## src/rtl/a2d_scan_ctrl.sv

```systemverilog
// ADC128S scan sequencer: round-robin background scan plus one-shot reads, two SPI transactions per channel.
// Latency: select+read per channel; a one-shot request waits at most one in-flight channel; SPI waits bounded by TIMEOUT.
module a2d_scan_ctrl #(
  parameter int PAUSE_CYCLES = 64,
  parameter int TIMEOUT      = 4096
) (
  input  logic        clk_i,
  input  logic        rst_i,
  input  logic        en_i,
  input  logic [7:0]  ch_mask_i,
  input  logic        req_i,
  input  logic [2:0]  req_ch_i,
  output logic        req_ack_o,
  output logic        req_vld_o,
  output logic [11:0] req_data_o,
  input  logic [2:0]  rd_ch_i,
  output logic [11:0] rd_data_o,
  output logic        rd_fresh_o,
  output logic        scan_done_o,
  output logic        err_o,
  output logic        busy_o,
  output logic [15:0] cmd_o,
  output logic        snd_o,
  input  logic        done_i,
  input  logic [15:0] resp_i
);

  typedef enum logic [2:0] {IDLE, SEL, WAIT1, RD, WAIT2, STORE, PAUSE} state_t;

  localparam int PW = $clog2(PAUSE_CYCLES + 2);
  localparam int TW = $clog2(TIMEOUT + 1);
  localparam logic [PW-1:0] PAUSE_LAST = PW'(PAUSE_CYCLES - 1);
  localparam logic [TW-1:0] TMO_LAST   = TW'(TIMEOUT - 1);

  state_t         state_q;
  logic [2:0]     cur_ch_q, ptr_q;
  logic           owner_req_q;
  logic [7:0]     mask_q, fresh_q;
  logic [11:0]    data_q, req_data_q;
  logic [11:0]    result_q [8];
  logic [PW-1:0]  pause_cnt_q;
  logic [TW-1:0]  tmo_cnt_q;
  logic [15:0]    cmd_q;
  logic           snd_q, req_ack_q, req_vld_q, scan_done_q, err_q;
  logic [2:0]     scan_next_d;
  logic           last_ch_d;
  logic [7:0]     above_d;
  logic           unused_resp;

  assign unused_resp = ^resp_i[15:12];

  // First enabled channel after the pointer; k=8 wraps back onto the pointer itself.
  always_comb begin
    scan_next_d = ptr_q;
    for (int k = 8; k >= 1; k--) begin
      if (ch_mask_i[ptr_q + 3'(k)]) scan_next_d = ptr_q + 3'(k);
    end
    above_d   = mask_q >> cur_ch_q;
    last_ch_d = (above_d[7:1] == 7'd0);
  end

  always_ff @(posedge clk_i) begin
    if (rst_i) begin
      state_q     <= IDLE;
      cur_ch_q    <= '0;
      ptr_q       <= 3'd7;
      owner_req_q <= 1'b0;
      mask_q      <= '0;
      fresh_q     <= '0;
      data_q      <= '0;
      req_data_q  <= '0;
      pause_cnt_q <= '0;
      tmo_cnt_q   <= '0;
      cmd_q       <= '0;
      snd_q       <= 1'b0;
      req_ack_q   <= 1'b0;
      req_vld_q   <= 1'b0;
      scan_done_q <= 1'b0;
      err_q       <= 1'b0;
      for (int i = 0; i < 8; i++) result_q[i] <= '0;
    end else begin
      snd_q       <= 1'b0;
      req_ack_q   <= 1'b0;
      req_vld_q   <= 1'b0;
      scan_done_q <= 1'b0;
      case (state_q)
        IDLE, PAUSE: begin
          if (req_i) begin
            req_ack_q   <= 1'b1;
            cur_ch_q    <= req_ch_i;
            owner_req_q <= 1'b1;
            state_q     <= SEL;
          end else if (state_q == IDLE) begin
            if (en_i && ch_mask_i != 8'd0) begin
              cur_ch_q    <= scan_next_d;
              mask_q      <= ch_mask_i;
              owner_req_q <= 1'b0;
              state_q     <= SEL;
            end
          end else if (!en_i || pause_cnt_q == PAUSE_LAST) begin
            state_q <= IDLE;
          end else begin
            pause_cnt_q <= pause_cnt_q + 1'b1;
          end
        end
        SEL, RD: begin
          cmd_q     <= {2'b00, cur_ch_q, 11'h000};
          snd_q     <= 1'b1;
          tmo_cnt_q <= '0;
          state_q   <= (state_q == SEL) ? WAIT1 : WAIT2;
        end
        WAIT1, WAIT2: begin
          if (done_i) begin
            if (state_q == WAIT2) data_q <= resp_i[11:0];
            state_q <= (state_q == WAIT1) ? RD : STORE;
          end else if (tmo_cnt_q == TMO_LAST) begin
            err_q   <= 1'b1;
            state_q <= IDLE;
          end else begin
            tmo_cnt_q <= tmo_cnt_q + 1'b1;
          end
        end
        STORE: begin
          if (owner_req_q) begin
            req_data_q <= data_q;
            req_vld_q  <= 1'b1;
            state_q    <= IDLE;
          end else begin
            result_q[cur_ch_q] <= data_q;
            fresh_q[cur_ch_q]  <= 1'b1;
            ptr_q              <= cur_ch_q;
            if (last_ch_d) begin
              scan_done_q <= 1'b1;
              pause_cnt_q <= '0;
              state_q     <= (PAUSE_CYCLES == 0) ? IDLE : PAUSE;
            end else begin
              state_q <= IDLE;
            end
          end
        end
        default: state_q <= IDLE;
      endcase
    end
  end

  assign rd_data_o   = result_q[rd_ch_i];
  assign rd_fresh_o  = fresh_q[rd_ch_i];
  assign busy_o      = (state_q != IDLE) && (state_q != PAUSE);
  assign cmd_o       = cmd_q;
  assign snd_o       = snd_q;
  assign req_ack_o   = req_ack_q;
  assign req_vld_o   = req_vld_q;
  assign req_data_o  = req_data_q;
  assign scan_done_o = scan_done_q;
  assign err_o       = err_q;

endmodule

```

## config.mk

```make
export PLATFORM = sky130hd
export DESIGN_NAME = a2d_scan_ctrl
export DESIGN_NICKNAME = d
export VERILOG_FILES = /design/src/rtl/a2d_scan_ctrl.sv
export SDC_FILE = /design/constraint.sdc
export NUM_CORES = 1
export LEC_CHECK = 0
export CORE_UTILIZATION = 45
export CTS_BUF_LIST = sky130_fd_sc_hd__clkbuf_16
export DETAILED_ROUTE_END_ITERATION = 7
export MAX_ROUTING_LAYER = met4
export PLACE_DENSITY = 0.65
export SYNTH_ARGS = -nofsm -noshare
export SYNTH_HDL_FRONTEND = slang
export SYNTH_SLANG_ARGS = --single-unit
```

## constraint.sdc

```tcl
create_clock -name clk_i -period 7.65 [get_ports clk_i]
set_clock_uncertainty 0.2 [all_clocks]
set_input_delay 0.765 -clock clk_i [delete_from_list [all_inputs] [get_ports clk_i]]
set_output_delay 0.765 -clock clk_i [all_outputs]
set_load 0.03 [all_outputs]
```

## Yosys cells after proc, flatten, opt, wreduce, memory -nomap -nowiden

Memories as Yosys holds them, arrays and structs flattened.
Index checks and enable logic that the tools add are counted.

| word-level totals | value |
|---|---|
| register bits after elaboration | 78 |
| bits of input ports | 35 |
| memories kept | 1 |
| word-level logic and storage cells | 155 |
| memory bits (writable) | 96 |

Memories:

| memory | depth | bits a word | rd ports | clocked after Yosys merged registers in | write ports | RTL line | source |
|---|---|---|---|---|---|---|---|
| result_q | 8 | 12 | 1 | 0 | 8 | 40 | `logic [11:0] result_q [8];` |

| operators by class | value |
|---|---|
| eq/ne operators | 19 |
| reductions and logical operators | 29 |
| mux-type cells | 64 |
| order comparisons | 10 |
| add/subtract/negate cells | 9 |
| bitwise gates (word level) | 6 |
| shifts and indexed selects | 1 |

Operator list:

| cell | count |
|---|---|
| 2-to-1 mux 3 bit | 21 |
| < comparator 3 x 4 -> 1 bit, second input constant | 9 |
| 2-to-1 mux 7 bit | 5 |
| 2-to-1 mux 13 bit | 2 |
| one-hot mux 13 bit (2 select lines) | 1 |
| binary-select mux 1 bit (select 3 bit) | 8 |
| 2-to-1 mux 1 bit | 23 |
| AND reduction 3 bit | 5 |
| != test 2 bit, second input constant | 7 |
| one-hot mux 7 bit (2 select lines) | 1 |
| adder 13 x 1 -> 13 bit, second input constant | 1 |
| == test 13 x 12 -> 1 bit, second input constant | 1 |
| adder 3 bit, second input constant | 4 |
| 2-to-1 mux 12 bit | 1 |
| one-hot mux 3 bit (4 select lines) | 1 |
| OR reduction 12 bit | 1 |
| OR reduction 2 bit | 5 |
| == test 3 bit, second input constant | 3 |
| != test 4 bit, second input constant | 2 |
| bitwise OR 8 bit | 1 |
| nonzero test 2 bit | 4 |
| nonzero test 8 bit | 1 |
| right shift 8 x 3 -> 8 bit | 1 |
| adder 7 x 1 -> 7 bit, second input constant | 1 |
| 19 further kinds | 29 |

## Longest topological paths before layout

| depth | value |
|---|---|
| depth after elaboration | 13 |
| gate-level depth with buffers | 11 |
| mapped depth without buffers | 8 |

## Worst setup path before layout

OpenSTA, ideal clock, no wires.

| timing path | value |
|---|---|
| path kind | input -> output |
| start point | input rd_ch_i[0] |
| end point | output rd_data_o[0] |
| data required time | 6685 ps |
| stages | 4 |
| arrival | 2366 ps |
| path slack | 4319 ps |
| cells stage by stage | clkbuf_1 buf_2 mux4_2 mux2_2 |

| between the ends | value |
|---|---|
| longest elaborated chain between the ends | 1 |

RTL lines:

| what | RTL line | source |
|---|---|---|
| from (decl) | 16 | `input logic [2:0] rd_ch_i,` |
| memory read (8 x 12 bit) | n/a |  |
| to (decl) | 17 | `output logic [11:0] rd_data_o,` |

No other way between the ends.

## Final worst setup path

| timing path | value |
|---|---|
| start point | input rd_ch_i[0] |
| end point | output rd_fresh_o |

| between the ends | value |
|---|---|
| longest elaborated chain between the ends | 2 |

RTL lines:

| what | RTL line | source |
|---|---|---|
| binary-select mux 1 bit (select 3 bit) | 147 | `assign rd_fresh_o = fresh_q[rd_ch_i];` |
| 2-to-1 mux 1 bit (implied by the code) | 147 |  |
| to (decl) | 18 | `output logic rd_fresh_o,` |

No other way between the ends. The select of a mux whose other input is x is not followed.

==> impl_results.md <==
* Run status: finished with violations
* Failing checks: DRC
* PostCTS Resize Cnt at 0
* Largest net degree at the start of global routing at 58
* Max-Cap Viols at 0
* Final HPWL DP at 13100 um
* RSZ-0062 raised after global routing: no
* Sw Pwr at 0.539 mW
* CP Launch Point: rd_ch_i[0]
* DRC Markers at 5
* Synthesis warning total at 0
* Post-synthesis sequential area ratio at 0.525
* Layout fillers at 1538
* Flops & latches, synth at 173
* Slew Viols, Final at 0
* Family with the most delay on the worst path: buffers and inverters
* Hold_buf cts at 0
* Seq. cell area at 0.00442 mm2
* # port buffers at 64
* WHS Path Cells at 2
* Layout area overhead at 16.6%
* Crit-path max FO at 26
* Final wirelength at 19100 um
* Hold Path End: pause_cnt_q[6]
* Yosys top cell area share at 0.342
* Total global routing overflow at 0
* Share of layout cells above drive strength 1 at 0.138
* Clock share of power at 0.415
* Post-DRT Antenna Nets at 0
* Pre-antenna DRT Iters at 8
* R2R setup slack at 3820 ps
* Area contributors post-synth: edfxtp_1, dfxtp_1, mux4_2
* Post-synth top cells: and2_1, edfxtp_1, nand2_1
* Asr flop ratio synth at 0
* Die height at 139 um
* Multi-input logic area at 0.00372 mm2
* CTS buffer count at 17
* Hold Path Origin: pause_cnt_q[6]
* Most numerous cell in the Yosys netlist: and2_1
* Via count at 5876
* Crit. End Element: output port
* Total I/O pin count at 82
* WL/cell at 18.4 um
* Clk_lat worst skew at 430 ps
* CTS sink cnt at 173
* CTS max path bufs at 2
* Comb power frac at 0.108
* Final worst-path cycle share at 0.519
* Critical-path cell list: buf_2 -> mux4_2 -> mux2_2 -> clkdlybuf4s50_1
* First-pass GRT wire length at 31300 um
* R2r endpoint: cur_ch_q[1]
* Cell Rows at 49
* Setup TNS at 0 ps
* CP bufs+invs at 2
* Final nets at 836
* Syn Area/Cell at 11.3 um2
* Slew headroom at 0.173
* CP max stage cell: buf_2
* Final-report setup violation count at 0
* CP Class: in2out
* Hold WS at 246 ps
* GRT Util Overall at 0.215
* Crit-path max cell delay at 700 ps
* Post-Syn Area at 0.00842 mm2
* Largest area contributor in the netlist: edfxtp_1
* Post-synth EDFFs at 96
* Arrival time at the worst endpoint at 3010 ps
* Ant diodes at 0
* Main synth FF type: edfxtp_1
* TritonCTS clock tree: yes
* Mapped Cells at 746
* Vias per cell at 5.66
* Worst r2r src: ptr_q[0]
* P_leak at 3.59 nW
* Die width at 139 um
* Routability cong. at 0.852
* Peak Freq at 252 MHz
* Vias in the first global route at 5841
* Core footprint at 0.0181 mm2
* Worst-margin pin slew at 1230 ps
* Antenna violations before repair at 0
* Die ar. at 0.0193 mm2
* # Post-CTS Setup Buffers at 0
* Worst vdd ir at 0.146 mV
* Root Buffer: clkbuf_16
* Final Hold Viols at 0
* Reg clk slew, reported paths at 70 ps
* Initial Util at 0.464
* Switching Fraction at 0.249
* Initial drt markers at 464
* Hold crit path type: reg2reg
* Worst endpoint required time at 6680 ps
* R2R depth at 8
* Distinct cell type count after synthesis at 66
* Worst path depth at 4
* PwrDens at 220 mW/mm2
* Int Pwr at 1.62 mW
* H-tree depth at 4
* Sequential power share at 0.477
* Min Tclk post-route at 3970 ps
* Critical Path Source Type: input pin
## metrics by stage
stage / worst slack, ps / total power, mW / area [um2] / cells / utilization
detailed placement: 3610 / 1.28 / 9210 / 1007 / 0.508
finish: 3680 / 2.16 / 9820 / 1039 / 0.541
global placement: 3620 / 1.28 / 9210 / 1007 / 0.507
CTS: 3600 / 2.17 / 9820 / 1039 / 0.541
floorplan: 4320 / 1.21 / 8470 / 758 / -
global route: 3510 / 2.24 / 9820 / 1039 / 0.541
## how the worst max path moves through the flow
stage / endpoint / slack [ps]
floorplan: rd_data_o[0] / 4320
global placement: rd_fresh_o / 3620
detailed placement: rd_data_o[7] / 3610
CTS: rd_data_o[7] / 3600
global route: rd_data_o[11] / 3510
finish: rd_fresh_o / 3680
## metal layers
layer | GRT usage | vias up | wire [um]
met4 | 0.0561 | 0 | 171
met1 | 0.279 | 2896 | 8560
met5 | - | - | 0
met2 | 0.353 | 178 | 9480
met3 | 0.0345 | 15 | 908
li1 | - | 2787 | -
## cells in the final DEF (no fill, tap or decap), types with 3 or more instances in the layout
master / n
nand2b_1: 5
a21o_1: 10
clkdlybuf4s50_1: 62
a211oi_1: 3
o31ai_2: 3
or4_1: 5
nor2b_1: 4
conb_1: 13
o31ai_1: 6
nor4_1: 12
inv_6: 4
nor3_1: 7
nor3_2: 3
nand2_1: 92
a21oi_1: 57
buf_4: 11
ha_1: 4
clkbuf_16: 17
xnor2_1: 12
nor2_1: 31
a31oi_1: 3
mux4_2: 32
edfxtp_1: 96
o21ai_0: 16
inv_1: 18
and3_1: 6
and2_1: 99
o211ai_1: 3
nand3_1: 11
bufinv_16: 3
mux2_2: 18
mux2i_1: 12
a22oi_1: 4
dfxtp_1: 77
## registers in the layout (all words and copies together) (netlist names), 7 cells and up
register,cells
data_q,12
fresh_q,8
mask_q,7
pause_cnt_q,7
req_data_o,12
result_q,96
tmo_cnt_q,13
## tightest hold or removal path: stages (launching register included)
cell and delay (ps):
dfxtp_1 310, nand2_1 60, nor2_1 30
## power groups by stage
stage	Combinational, mW	Sequential (mW)	Clock [mW]
floorplan	0.168	1.04	0
global placement	0.229	1.05	0
detailed placement	0.233	1.05	0
CTS	0.234	1.03	0.909
global route	0.254	1.03	0.953
finish	0.234	1.03	0.896
## layout make-up
type,instances,area share
Multi-Input combinational cell,513,0.379
Timing Repair Buffer,75,0.0726
Tap cell,229,0.0292
Inverter,17,0.00650
Clock buffer,17,0.0433
Sequential cell,173,0.450
Clock inverter,15,0.0190
## logic make-up (layout without fill, tap and decap cells)
kind of cell               after synthesis  in the layout  synth area share
and+or+nand+nor                        292            292             0.185
muxes                                   66             66             0.134
buffers and inverters                   72            124            0.0411
other                                    1             13          0.000445
AOI/OAI and AO/OA                      125            125            0.0952
DFF                                    173            173             0.525
xor gates and xnor gates                13             13            0.0135
adders and majority gates                4              4           0.00594
No activity file was read; power rests on OpenSTA's default activity.
